==> src/rtl/sha_core_arbiter.sv <==
// -----------------------------------------------------------------------------
// sha_core_arbiter
//
// Shares one SHA-256 compression core between two requesters. A granted
// requester owns the core for a whole multi-block message: the arbiter pulses
// o_core_start once per 512-bit block (o_core_init on the first block so the
// core loads the IV) and waits for i_core_done after each block. A per-block
// watchdog aborts the message if the core stays silent too long. Arbitration
// between simultaneous requests is round-robin on the last served requester.
//
// Parameters
//   TIMEOUT_CYC  max cycles waited for i_core_done per block before abort
//   TMR_W        watchdog timer width, 2**TMR_W must exceed TIMEOUT_CYC
//
// Ports
//   clk           system clock, rising edge
//   rst           asynchronous reset, active-high
//   i_req0/1      level request, held until the matching ack/err pulse
//   i_blkcnt0/1   message length in blocks (0 is treated as 1)
//   i_core_done   one-cycle pulse from the core, block compression finished
//   o_ack0/1      one-cycle pulse, message hashed successfully
//   o_err0/1      one-cycle pulse, message aborted on timeout
//   o_core_start  one-cycle pulse, start one block compression
//   o_core_init   high with o_core_start on the first block of a message
//   o_core_sel    core data mux select (owner), stable for the whole message
//   o_busy        high whenever the arbiter is not idle
// -----------------------------------------------------------------------------
module sha_core_arbiter #(
  parameter int TIMEOUT_CYC = 1024,
  parameter int TMR_W       = 11
) (
  input  logic       clk,
  input  logic       rst,
  input  logic       i_req0,
  input  logic       i_req1,
  input  logic [7:0] i_blkcnt0,
  input  logic [7:0] i_blkcnt1,
  input  logic       i_core_done,
  output logic       o_ack0,
  output logic       o_ack1,
  output logic       o_err0,
  output logic       o_err1,
  output logic       o_core_start,
  output logic       o_core_init,
  output logic       o_core_sel,
  output logic       o_busy
);

  typedef enum logic [2:0] {
    S_IDLE  = 3'd0,
    S_START = 3'd1,
    S_WAIT  = 3'd2,
    S_DONE  = 3'd3,
    S_ERR   = 3'd4
  } state_t;

  // Timer value at which the watchdog fires; the timer starts at 0 in the
  // first WAIT cycle, so the abort lands TIMEOUT_CYC cycles after core_start.
  localparam logic [TMR_W-1:0] TMO_LAST = TMR_W'(TIMEOUT_CYC - 1);

  state_t           r_state;
  logic             r_owner;
  logic             r_last;
  logic [7:0]       r_remaining;
  logic [TMR_W-1:0] r_timer;

  logic r_ack0, r_ack1, r_err0, r_err1;
  logic r_core_start, r_core_init, r_busy;

  logic             w_any_req;
  logic             w_grant;
  logic [7:0]       w_blk_raw;
  logic [7:0]       w_blk_eff;
  logic [TMR_W-1:0] w_tmr_inc;

  // Round-robin: on contention the requester not served last wins.
  assign w_any_req = i_req0 | i_req1;
  assign w_grant   = (i_req0 && i_req1) ? ~r_last : i_req1;
  assign w_blk_raw = w_grant ? i_blkcnt1 : i_blkcnt0;
  assign w_blk_eff = (w_blk_raw == 8'd0) ? 8'd1 : w_blk_raw;
  assign w_tmr_inc = r_timer + 1'b1;

  always_ff @(posedge clk or posedge rst) begin
    if (rst) begin
      r_state      <= S_IDLE;
      r_owner      <= 1'b0;
      r_last       <= 1'b1;
      r_remaining  <= 8'd0;
      r_timer      <= '0;
      r_ack0       <= 1'b0;
      r_ack1       <= 1'b0;
      r_err0       <= 1'b0;
      r_err1       <= 1'b0;
      r_core_start <= 1'b0;
      r_core_init  <= 1'b0;
      r_busy       <= 1'b0;
    end else begin
      // Pulse outputs default low; states below raise them for the cycle
      // in which the FSM sits in the matching state.
      r_ack0       <= 1'b0;
      r_ack1       <= 1'b0;
      r_err0       <= 1'b0;
      r_err1       <= 1'b0;
      r_core_start <= 1'b0;
      r_core_init  <= 1'b0;

      case (r_state)
        S_IDLE: begin
          if (w_any_req) begin
            r_owner      <= w_grant;
            r_remaining  <= w_blk_eff;
            r_state      <= S_START;
            r_core_start <= 1'b1;
            r_core_init  <= 1'b1;
            r_busy       <= 1'b1;
          end
        end

        S_START: begin
          r_timer <= '0;
          r_state <= S_WAIT;
        end

        S_WAIT: begin
          r_timer <= w_tmr_inc;
          // Completion is checked before the watchdog so a done arriving on
          // the expiry cycle still counts as success.
          if (i_core_done) begin
            r_remaining <= r_remaining - 8'd1;
            if (r_remaining == 8'd1) begin
              r_state <= S_DONE;
              r_ack0  <= ~r_owner;
              r_ack1  <= r_owner;
            end else begin
              r_state      <= S_START;
              r_core_start <= 1'b1;
            end
          end else if (w_tmr_inc == TMO_LAST) begin
            r_state <= S_ERR;
            r_err0  <= ~r_owner;
            r_err1  <= r_owner;
          end
        end

        S_DONE, S_ERR: begin
          r_last  <= r_owner;
          r_state <= S_IDLE;
          r_busy  <= 1'b0;
        end

        default: begin
          r_state <= S_IDLE;
          r_busy  <= 1'b0;
        end
      endcase
    end
  end

  assign o_ack0       = r_ack0;
  assign o_ack1       = r_ack1;
  assign o_err0       = r_err0;
  assign o_err1       = r_err1;
  assign o_core_start = r_core_start;
  assign o_core_init  = r_core_init;
  assign o_core_sel   = r_owner;
  assign o_busy       = r_busy;

endmodule

==> config.mk <==
export PLATFORM = sky130hd
export DESIGN_NAME = sha_core_arbiter
export DESIGN_NICKNAME = d
export VERILOG_FILES = /design/src/rtl/sha_core_arbiter.sv
export SDC_FILE = /design/constraint.sdc
export NUM_CORES = 1
export LEC_CHECK = 0
export CAP_MARGIN = 20
export CORE_ASPECT_RATIO = 2
export CORE_MARGIN = 2
export CORE_UTILIZATION = 47
export DETAILED_ROUTE_END_ITERATION = 12
export GPL_TIMING_DRIVEN = 0
export PLACE_DENSITY = 0.68
export SLEW_MARGIN = 20
export SYNTH_ARGS = -nofsm -noshare
export SYNTH_HDL_FRONTEND = slang
export SYNTH_SLANG_ARGS = --single-unit
==> constraint.sdc <==
create_clock -name clk -period 2.9 [get_ports clk]
set_input_delay 0.725 -clock clk [delete_from_list [all_inputs] [get_ports clk]]
set_output_delay 0.725 -clock clk [all_outputs]
set_load 0.005 [all_outputs]
# [Word level (Yosys, flattened, before mapping)]
# Cells that the tools add are included.
[classes] eq_ne=9 reduce_logical=11 addsub=2 bitwise_logic=4 muxes=31
[op_table] cell="8-bit two-way mux" count=4
[op_table] cell="11-bit one-hot mux with 2 select lines" count=1
[op_table] cell="1-bit two-way mux" count=18
[op_table] cell="8-bit one-hot mux with 2 select lines" count=1
[op_table] cell="11-bit by 1-bit adder with 11-bit output, second input constant" count=1
[op_table] cell="11-bit by 10-bit == test with 1-bit output, second input constant" count=1
[op_table] cell="3-bit two-way mux" count=3
[op_table] cell="3-bit one-hot mux with 3 select lines" count=1
[op_table] cell="8-bit by 1-bit == test with 1-bit output, second input constant" count=1
[op_table] cell="8-bit zero test" count=1
[op_table] cell="8-bit by 1-bit subtractor with 8-bit output, second input constant" count=1
[op_table] cell="3-bit by 2-bit == test with 1-bit output, second input constant" count=2
[op_table] cell="2-bit AND reduction" count=3
[op_table] cell="2-bit != test, second input constant" count=2
[op_table] cell="1-bit one-hot mux with 2 select lines" count=2
[op_table] cell="2-bit nonzero test" count=2
[op_table] cell="2-bit OR reduction" count=2
[op_table] cell="3-bit by 1-bit == test with 1-bit output, second input constant" count=1
[op_table] cell="3-bit == test, second input constant" count=1
[op_table] cell="3-bit zero test" count=1
[op_table] cell="3-bit != test, second input constant" count=1
[op_table] cell="1-bit inverter" count=3
[op_table] cell="3-bit AND reduction" count=1
[op_table] cell="2-bit two-way mux" count=1
[op_table] cell="2 further kinds" count=2
[totals] out_inout_bits=8 in_bits=21 ff_bits=31

# [Depth between registers and ports, before layout]
# Gate-level depths: netlist of run 1.
[logic_depth] depth_word=7 mapped_depth=7 depth_no_buf=7

# [Worst setup path before layout of run 1]
# Ideal clock, no wire load.
[synth_timing] path_type="register -> register" startpoint="register r_timer[0]" endpoint="register r_err0, in the netlist o_err0" required_time_ps=2820 setup_slack_ps=879 setup_ps=80 path_stages_with_launch=8 n_path_buf=1 arrival_ps=1940 cell_sequence="dfrtp_1 -> ha_1 -> buf_4 -> or2b_1 -> nor4_1 -> a22oi_1 -> or4_4 -> nor3_2"
[synth_via] elab_chain_len=5
[synth_rtl] element="start: declaration" line="65" rtl="logic [TMR_W-1:0] r_timer;"
[synth_rtl] element="start signal: assignment" line="125" rtl="r_timer <= w_tmr_inc;"
[synth_rtl] element="11-bit by 1-bit adder with 11-bit output" line="81" rtl="assign w_tmr_inc = r_timer + 1'b1;"
[synth_rtl] element="11-bit by 10-bit == test with 1-bit output" line="138" rtl="end else if (w_tmr_inc == TMO_LAST) begin"
[synth_rtl] element="1-bit two-way mux" line="138"
[synth_rtl] element="1-bit two-way mux" line="128" rtl="if (i_core_done) begin"
[synth_rtl] element="1-bit two-way mux" line="107" rtl="case (r_state)"
[synth_rtl] element="end signal: assignment" line="140" rtl="r_err0 <= ~r_owner;"
[synth_rtl] element="end: declaration" line="67" rtl="logic r_ack0, r_ack1, r_err0, r_err1;"
# No other way between the ends.
# A chain may end at the register's enable or synchronous reset.

# [Worst setup path in the final report of run 1]
[layout_timing] startpoint="input i_req1" endpoint="register r_remaining[5]"
[layout_via] elab_chain_len=7
[layout_rtl] element="start: declaration" line="35" rtl="input logic i_req1,"
[layout_rtl] element="1-bit logical AND" line="78" rtl="assign w_grant = (i_req0 && i_req1) ? ~r_last : i_req1;"
[layout_rtl] element="1-bit two-way mux" line="78"
[layout_rtl] element="8-bit two-way mux" line="79" rtl="assign w_blk_raw = w_grant ? i_blkcnt1 : i_blkcnt0;"
[layout_rtl] element="8-bit zero test" line="80" rtl="assign w_blk_eff = (w_blk_raw == 8'd0) ? 8'd1 : w_blk_raw;"
[layout_rtl] element="8-bit two-way mux" line="80"
[layout_rtl] element="8-bit two-way mux" line="109" rtl="if (w_any_req) begin"
[layout_rtl] element="8-bit one-hot mux with 2 select lines" line="107"
[layout_rtl] element="end signal: assignment" line="111" rtl="r_remaining <= w_blk_eff;"
[layout_rtl] element="end signal: assignment" line="129" rtl="r_remaining <= r_remaining - 8'd1;"
[layout_rtl] element="end: declaration" line="64" rtl="logic [7:0] r_remaining;"
# Several ways; a longest one is shown, not always the timed one. The select of a mux whose other input is x is not followed.

==> metrics.txt, run 1 <==
status=finished, final reports clean; vias in the first global route=between 1500 and 2000; Psw=734 uW; core box area=0.00380 mm^2; sw frac=39.7%; total grt overflow=0; final setup TNS=0 ns; Sequential Power Share=37.6%; syn avg cell area=approximately 8.7 um^2; IO buf count=28; vias=1701; CP Cell Sequence=clkdlybuf4s50_1 > a21boi_0 > clkbuf_1 > mux2_2 > o22ai_1 > a21oi_1; Max Freq=around 0.4 GHz; commonest non-fill, non-tap cell in the layout=dfrtp_1; DP Wirelength=between 3000 and 4000 um; critical path class=primary input to flip-flop; DR iter-0 viols=32; worst hold path type=flip-flop to flip-flop; Crit path required time=3.07 ns; hold_ws=roughly 0.51 ns; Ports=29; Synth top area share=41.2%; hold-fix buffers at CTS=0; die area=0.00442 mm^2; Clock power frac=23.3%; routability cong.=0.869; Power Dens Cells=811 mW/mm^2; global-route wire length before repair=7730 um; Static Leak=0.000890 uW; final net count=269; Syn Std Cell Area=0.00182 mm^2; clock buffer depth=2; H-tree levels=2; post-DR wirelength/cell=15.5 um; maxcap violations=0; CTS tree=yes; dominant cell type by area after synthesis=dfrtp_1; CTS clk-pin slew, worst paths=0.07 ns; Total Wirelength=4600 um; Setup Fix Bufs, Post-CTS=0; area grow syn2layout=25.1%; Setup crit end kind=flip-flop; RSZ-0062 raised after global routing=no; number of diodes=0; Arrival @ worst endpoint=2.60 ns; Detail Route Antenna Nets=0; Yosys cell types=50; Slew Limit Fails=0; Yosys reg bits=31; CP max stage cell=clkdlybuf4s50_1; footprint of the multi-input gates=971 um^2; Buf+Inv Stages, Crit Path=2; Global Route Usage Sum=24.5%; layout cell share with drive strength beyond 1=under 10%; top post-synthesis cells by area=dfrtp_1 41%, o21ai_0 6.3%, nand2_1 4.3%; Resized Gates After CTS=0; FF/Latch Area=slightly below 800 um^2; slew margin rel.=between 50% and 60%; minimum clock period=2.43 ns; crit share post-route=83.8%; crit-path leading delay family=buffers and inverters; EDFF count, synth=0; Ys Warns=0; CP max FO=10; Peak VDD IR=0.541 mV; clock skew=0.00396 ns; PnR Total Power=1850 uW; die width=48.0 um; crit path from=i_req1; top_reg_cell synth=dfrtp_1; Int Power=between 1000 and 1500 uW; drt pass-1 iters=4; fraction of registers with async set/reset=between 90% and 100%; Initial Utilization=47.9%; Die H=~92 um; final number of setup-violating endpoints=0; Worst-Skew Late Latency=0.29 ns; initial antenna violation count=0; residual DRC count=0; Fillers=368; min-delay src=r_timer[10]; fin util=59.9%; commonest non-fill, non-tap cells in the layout=30 x dfrtp_1, 28 x clkdlybuf4s50_1, 23 x o21ai_0; combinational fraction of design power=between 30% and 40%; Worst Setup Start Kind=primary input; Slew @ Worst Pin=0.648 ns; row cnt=32; Final Hold Viols=0; largest net degree at the start of global routing=32; CTS buffer count=5; Seq/Total Area, Yosys=42.6%; syn_nets=around 230; clk sinks=31; Crit path largest cell delay=0.48 ns; Root Buffer=clkbuf_8; RR Startpoint=r_timer[0]; via/cell ratio=5.75; Post-Syn Instances=around 210
-- stage by stage --
| step | cells | setup WS (ns) | instance area (um^2) |
|---|---|---|---|
| 2_1_floorplan | 209 | 0.879 | 1820 |
| 3_3_place_gp | 288 | 0.210 | 2170 |
| 3_5_place_dp | 288 | 0.170 | 2170 |
| 4_1_cts | 296 | 0.471 | 2280 |
| 5_1_grt | 296 | 0.298 | 2280 |
| 6_report | 296 | 0.469 | 2280 |
-- synthesized netlist by cell type (4+ instances only) --
master / number
a21oi_1: 12
a31oi_1: 5
clkbuf_1: 6
dfrtp_1: 30
ha_1: 4
inv_1: 7
mux2i_1: 4
nand2_1: 21
nand2b_1: 6
nand3_1: 7
nand4_1: 4
nor2_1: 20
nor3_1: 7
nor4_1: 6
o21ai_0: 23
-- state kept, by name (all words and copies together), names as in the netlist --
signal	flops
r_timer	11
r_remaining	8
r_state	3
o_ack0	1
o_ack1	1
o_busy	1
o_core_init	1
o_core_sel	1
o_core_start	1
o_err0	1
o_err1	1
r_last	1
-- path summary, 6_finish.rpt --
| check | endpoint | slack [ns] | cells after the start |
|---|---|---|---|
| max | r_remaining[5] | 0.47 | 6 |
| min | r_timer[10] | 0.51 | 1 |
| max reg2reg | o_err0 | 0.69 | 7 |
| min reg2reg | r_timer[10] | 0.51 | 1 |
| max in group asynchronous | r_timer[2] | 1.63 | 2 |
| min in group asynchronous | r_timer[0] | 0.84 | 2 |
-- metal layers --
layer | wire length, um | share of wire (%) | GRT usage, % | up-vias
met5 | 0 | 0 | 0 | -
met4 | 149 | 3.2 | 13.3 | 0
met3 | 138 | 3.0 | 4.53 | 14
met2 | 2690 | 58 | 42.4 | 47
met1 | 1620 | 35 | 25.4 | 804
li1 | - | - | - | 836
-- power groups by stage --
stage,clock (uW),combinational [uW],sequential (uW)
final,431,722,695
after floorplan,0,497,664
after CTS,435,728,694
after detailed placement,0,726,702
after global placement,0,709,697
after global routing,451,820,716
-- logic make-up after synthesis --
group | synth area share [%]
AOI/OAI and AO/OA | 19.3
adders and majority gates | 2.75
DFF | 42.6
and+or+nand+nor | 25.3
buffers and inverters | 4.12
xor gates and xnor gates | 1.92
muxes | 4.05
-- cell type report --
cell class / count / area share, %
Buffer: 9 / 1.98
Clock buffer: 5 / 3.02
Clock inverter: 3 / 1.92
Inverter: 8 / 1.32
Multi-Input combinational cell: 161 / 42.6
Sequential cell: 31 / 34.1
Tap cell: 51 / 2.80
Timing Repair Buffer: 28 / 12.3
-- worst register-to-register path, delay by kind of cell (launching register included) --
| kind | cells | cell delay (ns) |
|---|---|---|
| compound gates | 1 | 0.13 |
| fa+ha+maj | 1 | 0.25 |
| buf+inv | 1 | 0.16 |
| flops | 1 | 0.48 |
| simple gates | 4 | 1.11 |
Note: power is estimated with default switching activity, not from simulation.
==> run 2: changes to the inputs <==
Settings changed: PLACE_DENSITY 0.68 to 0.71.
Clock period 2.9 ns to 2 ns, I/O delays scaled along.
==> run 2 against run 1 <==
Critical path depth did not move; cell count rose by 2.7%; clock skew rose by 0.0026 ns; die area did not move; critical endpoint is now o_err0; clock power rose by 44%; utilization rose by 4.9 points; count of clock-buffer cells in the layout did not move; hold slack improved by 0.014 ns; combinational power rose by 65%.
==> metrics.txt, run 2 (synthesis gave the netlist of run 1 again) <==
crit path from=r_timer[0]; Total Wirelength=roughly 4700 um; routability cong.=slightly below 0.9; CTS tree=yes; die area=0.00442 mm^2; status=finished, final reports clean; final number of setup-violating endpoints=0; fin util=64.9%; slew margin rel.=57.2%; Initial Utilization=47.9%; Die H=approximately 92 um; H-tree levels=2; via/cell ratio=approximately 5.7; max layer used=met4; RSZ-0062 raised after global routing=yes; Crit path largest cell delay=0.57 ns; Global Route Usage Sum=25.4%; global-route wire length before repair=8110 um; r2r setup slk=~0.035 ns; DR iter-0 viols=45; crit-path leading delay family=simple AND/OR/NAND/NOR gates; combinational fraction of design power=a little over two fifths; commonest non-fill, non-tap cell in the layout=clkdlybuf4s50_1; CP endpoint=o_err0; Setup crit end kind=flip-flop; DP Wirelength=3460 um; Root Buffer=clkbuf_8; Met2 Routed Length=2820 um; total grt overflow=0; Arrival @ worst endpoint=roughly 2.2 ns; vias in the first global route=1796; Sequential Power Share=35.8%; Power Dens Cells=1140 mW/mm^2; commonest non-fill, non-tap cells in the layout=27 x clkdlybuf4s50_1, 23 x o21ai_0, 23 x dfrtp_1; post-DR wirelength/cell=15.4 um; Detail Route Antenna Nets=0; Fillers=340; final net count=277; IO buf count=28; Peak VDD IR=0.764 mV; Int Power=between 1500 and 2000 uW; area grow syn2layout=35.3%; Static Leak=0.000965 uW; RR Startpoint=r_timer[0]; clock buffer depth=2; clk sinks=31; met3 wire len=112 um; initial antenna violation count=0; PnR Total Power=2820 uW; CTS clk-pin slew, worst paths=approximately 0.07 ns; CTS buffer count=5; max FFs per register=11; Clock power frac=22.0%; Worst-Skew Late Latency=0.29 ns; sw frac=39.4%; hold-fix buffers at CTS=0; largest reg by FF count=r_timer; Slew @ Worst Pin=0.640 ns; Worst Hold Depth=1; Psw=1110 uW; pre-CTS setup slack=-0.519 ns; minimum clock period=1.96 ns; largest net degree at the start of global routing=32; Final Hold Viols=0; vias=1738; Worst Setup Start Kind=flip-flop; critical path class=flip-flop to flip-flop; layout cell share with drive strength beyond 1=between 20% and 30%; FF-to-FF path depth=6; FF-to-FF End=o_err0; CP max FO=3; setup slack after layout=0.0355 ns; CP max stage cell=or4_4; die width=48.0 um; crit share post-route=between 90% and 100%; Ports=29; core box area=roughly 0.0038 mm^2; M1 WL=1650 um; maxcap violations=0; clock skew=0.00654 ns; row cnt=32; Crit path required time=2.21 ns; Buf+Inv Stages, Crit Path=0; residual DRC count=0; number of diodes=0; Max Freq=roughly 0.5 GHz; Slew Limit Fails=0; CP Cell Sequence=ha_4 > or2b_1 > nor4_4 > a22oi_2 > or4_4 > nor3_2; worst hold path type=flip-flop to flip-flop; Largest regs=r_timer: 11 flops, r_remaining: 8 flops, r_state: 3 flops; drt pass-1 iters=4; CP Depth=6
## run 2: power by group through the flow
stage	Combinational [uW]	Sequential, uW	Clock [uW]
floorplan	721	965	0
global placement	1030	1010	0
detailed placement	1040	1020	0
CTS	1110	1000	635
global route	1360	1040	655
finish	1190	1010	621
## run 2: area by class of cell
type	count	area, um^2	area share [%]
clock buffer	5	68.8	2.79
inverter	8	32.5	1.32
multi-input combinational	161	1060	43.1
buffer	8	43.8	1.77
sequential	31	786	31.8
tap	51	63.8	2.59
timing repair buffer	37	365	14.8
clock inverter	3	43.8	1.77
## run 2: through the flow
step | setup TNS, ns | std cells | area, um^2 | hold slack, ns
2_1_floorplan | 0 | 209 | 1830 | 0.474
3_3_place_gp | -4.15 | 288 | 2170 | 0.495
3_5_place_dp | -4.36 | 288 | 2170 | 0.496
4_1_cts | -0.0489 | 301 | 2350 | 0.511
5_1_grt | -0.0329 | 304 | 2470 | 0.562
6_report | 0 | 304 | 2470 | 0.525
## run 2: what timing repair did
| action | CTS | global route |
|---|---|---|
| gates resized for setup | 8 | 31 |
| endpoints found under the setup margin | 9 | 13 |
| pin swaps | 7 | 11 |
| setup buffers | 6 | 4 |
## run 2: how the worst min path moves through the flow
stage	startpoint	slack (ns)	to
3_5_place_dp	r_timer[10]	0.50	r_timer[10]
5_1_grt	r_timer[7]	0.56	r_timer[7]
6_report	r_remaining[6]	0.52	r_remaining[6]
3_3_place_gp	r_timer[10]	0.49	r_timer[10]
2_1_floorplan	r_timer[10]	0.47	r_timer[10]
4_1_cts	r_timer[10]	0.51	r_timer[10]
## run 2: layer usage
layer  track usage [%]  vias up
met2              44.9       41
met1              28.0      836
li1                  -      850
met3              3.15       11
met5                 0        -
met4              10.1        0
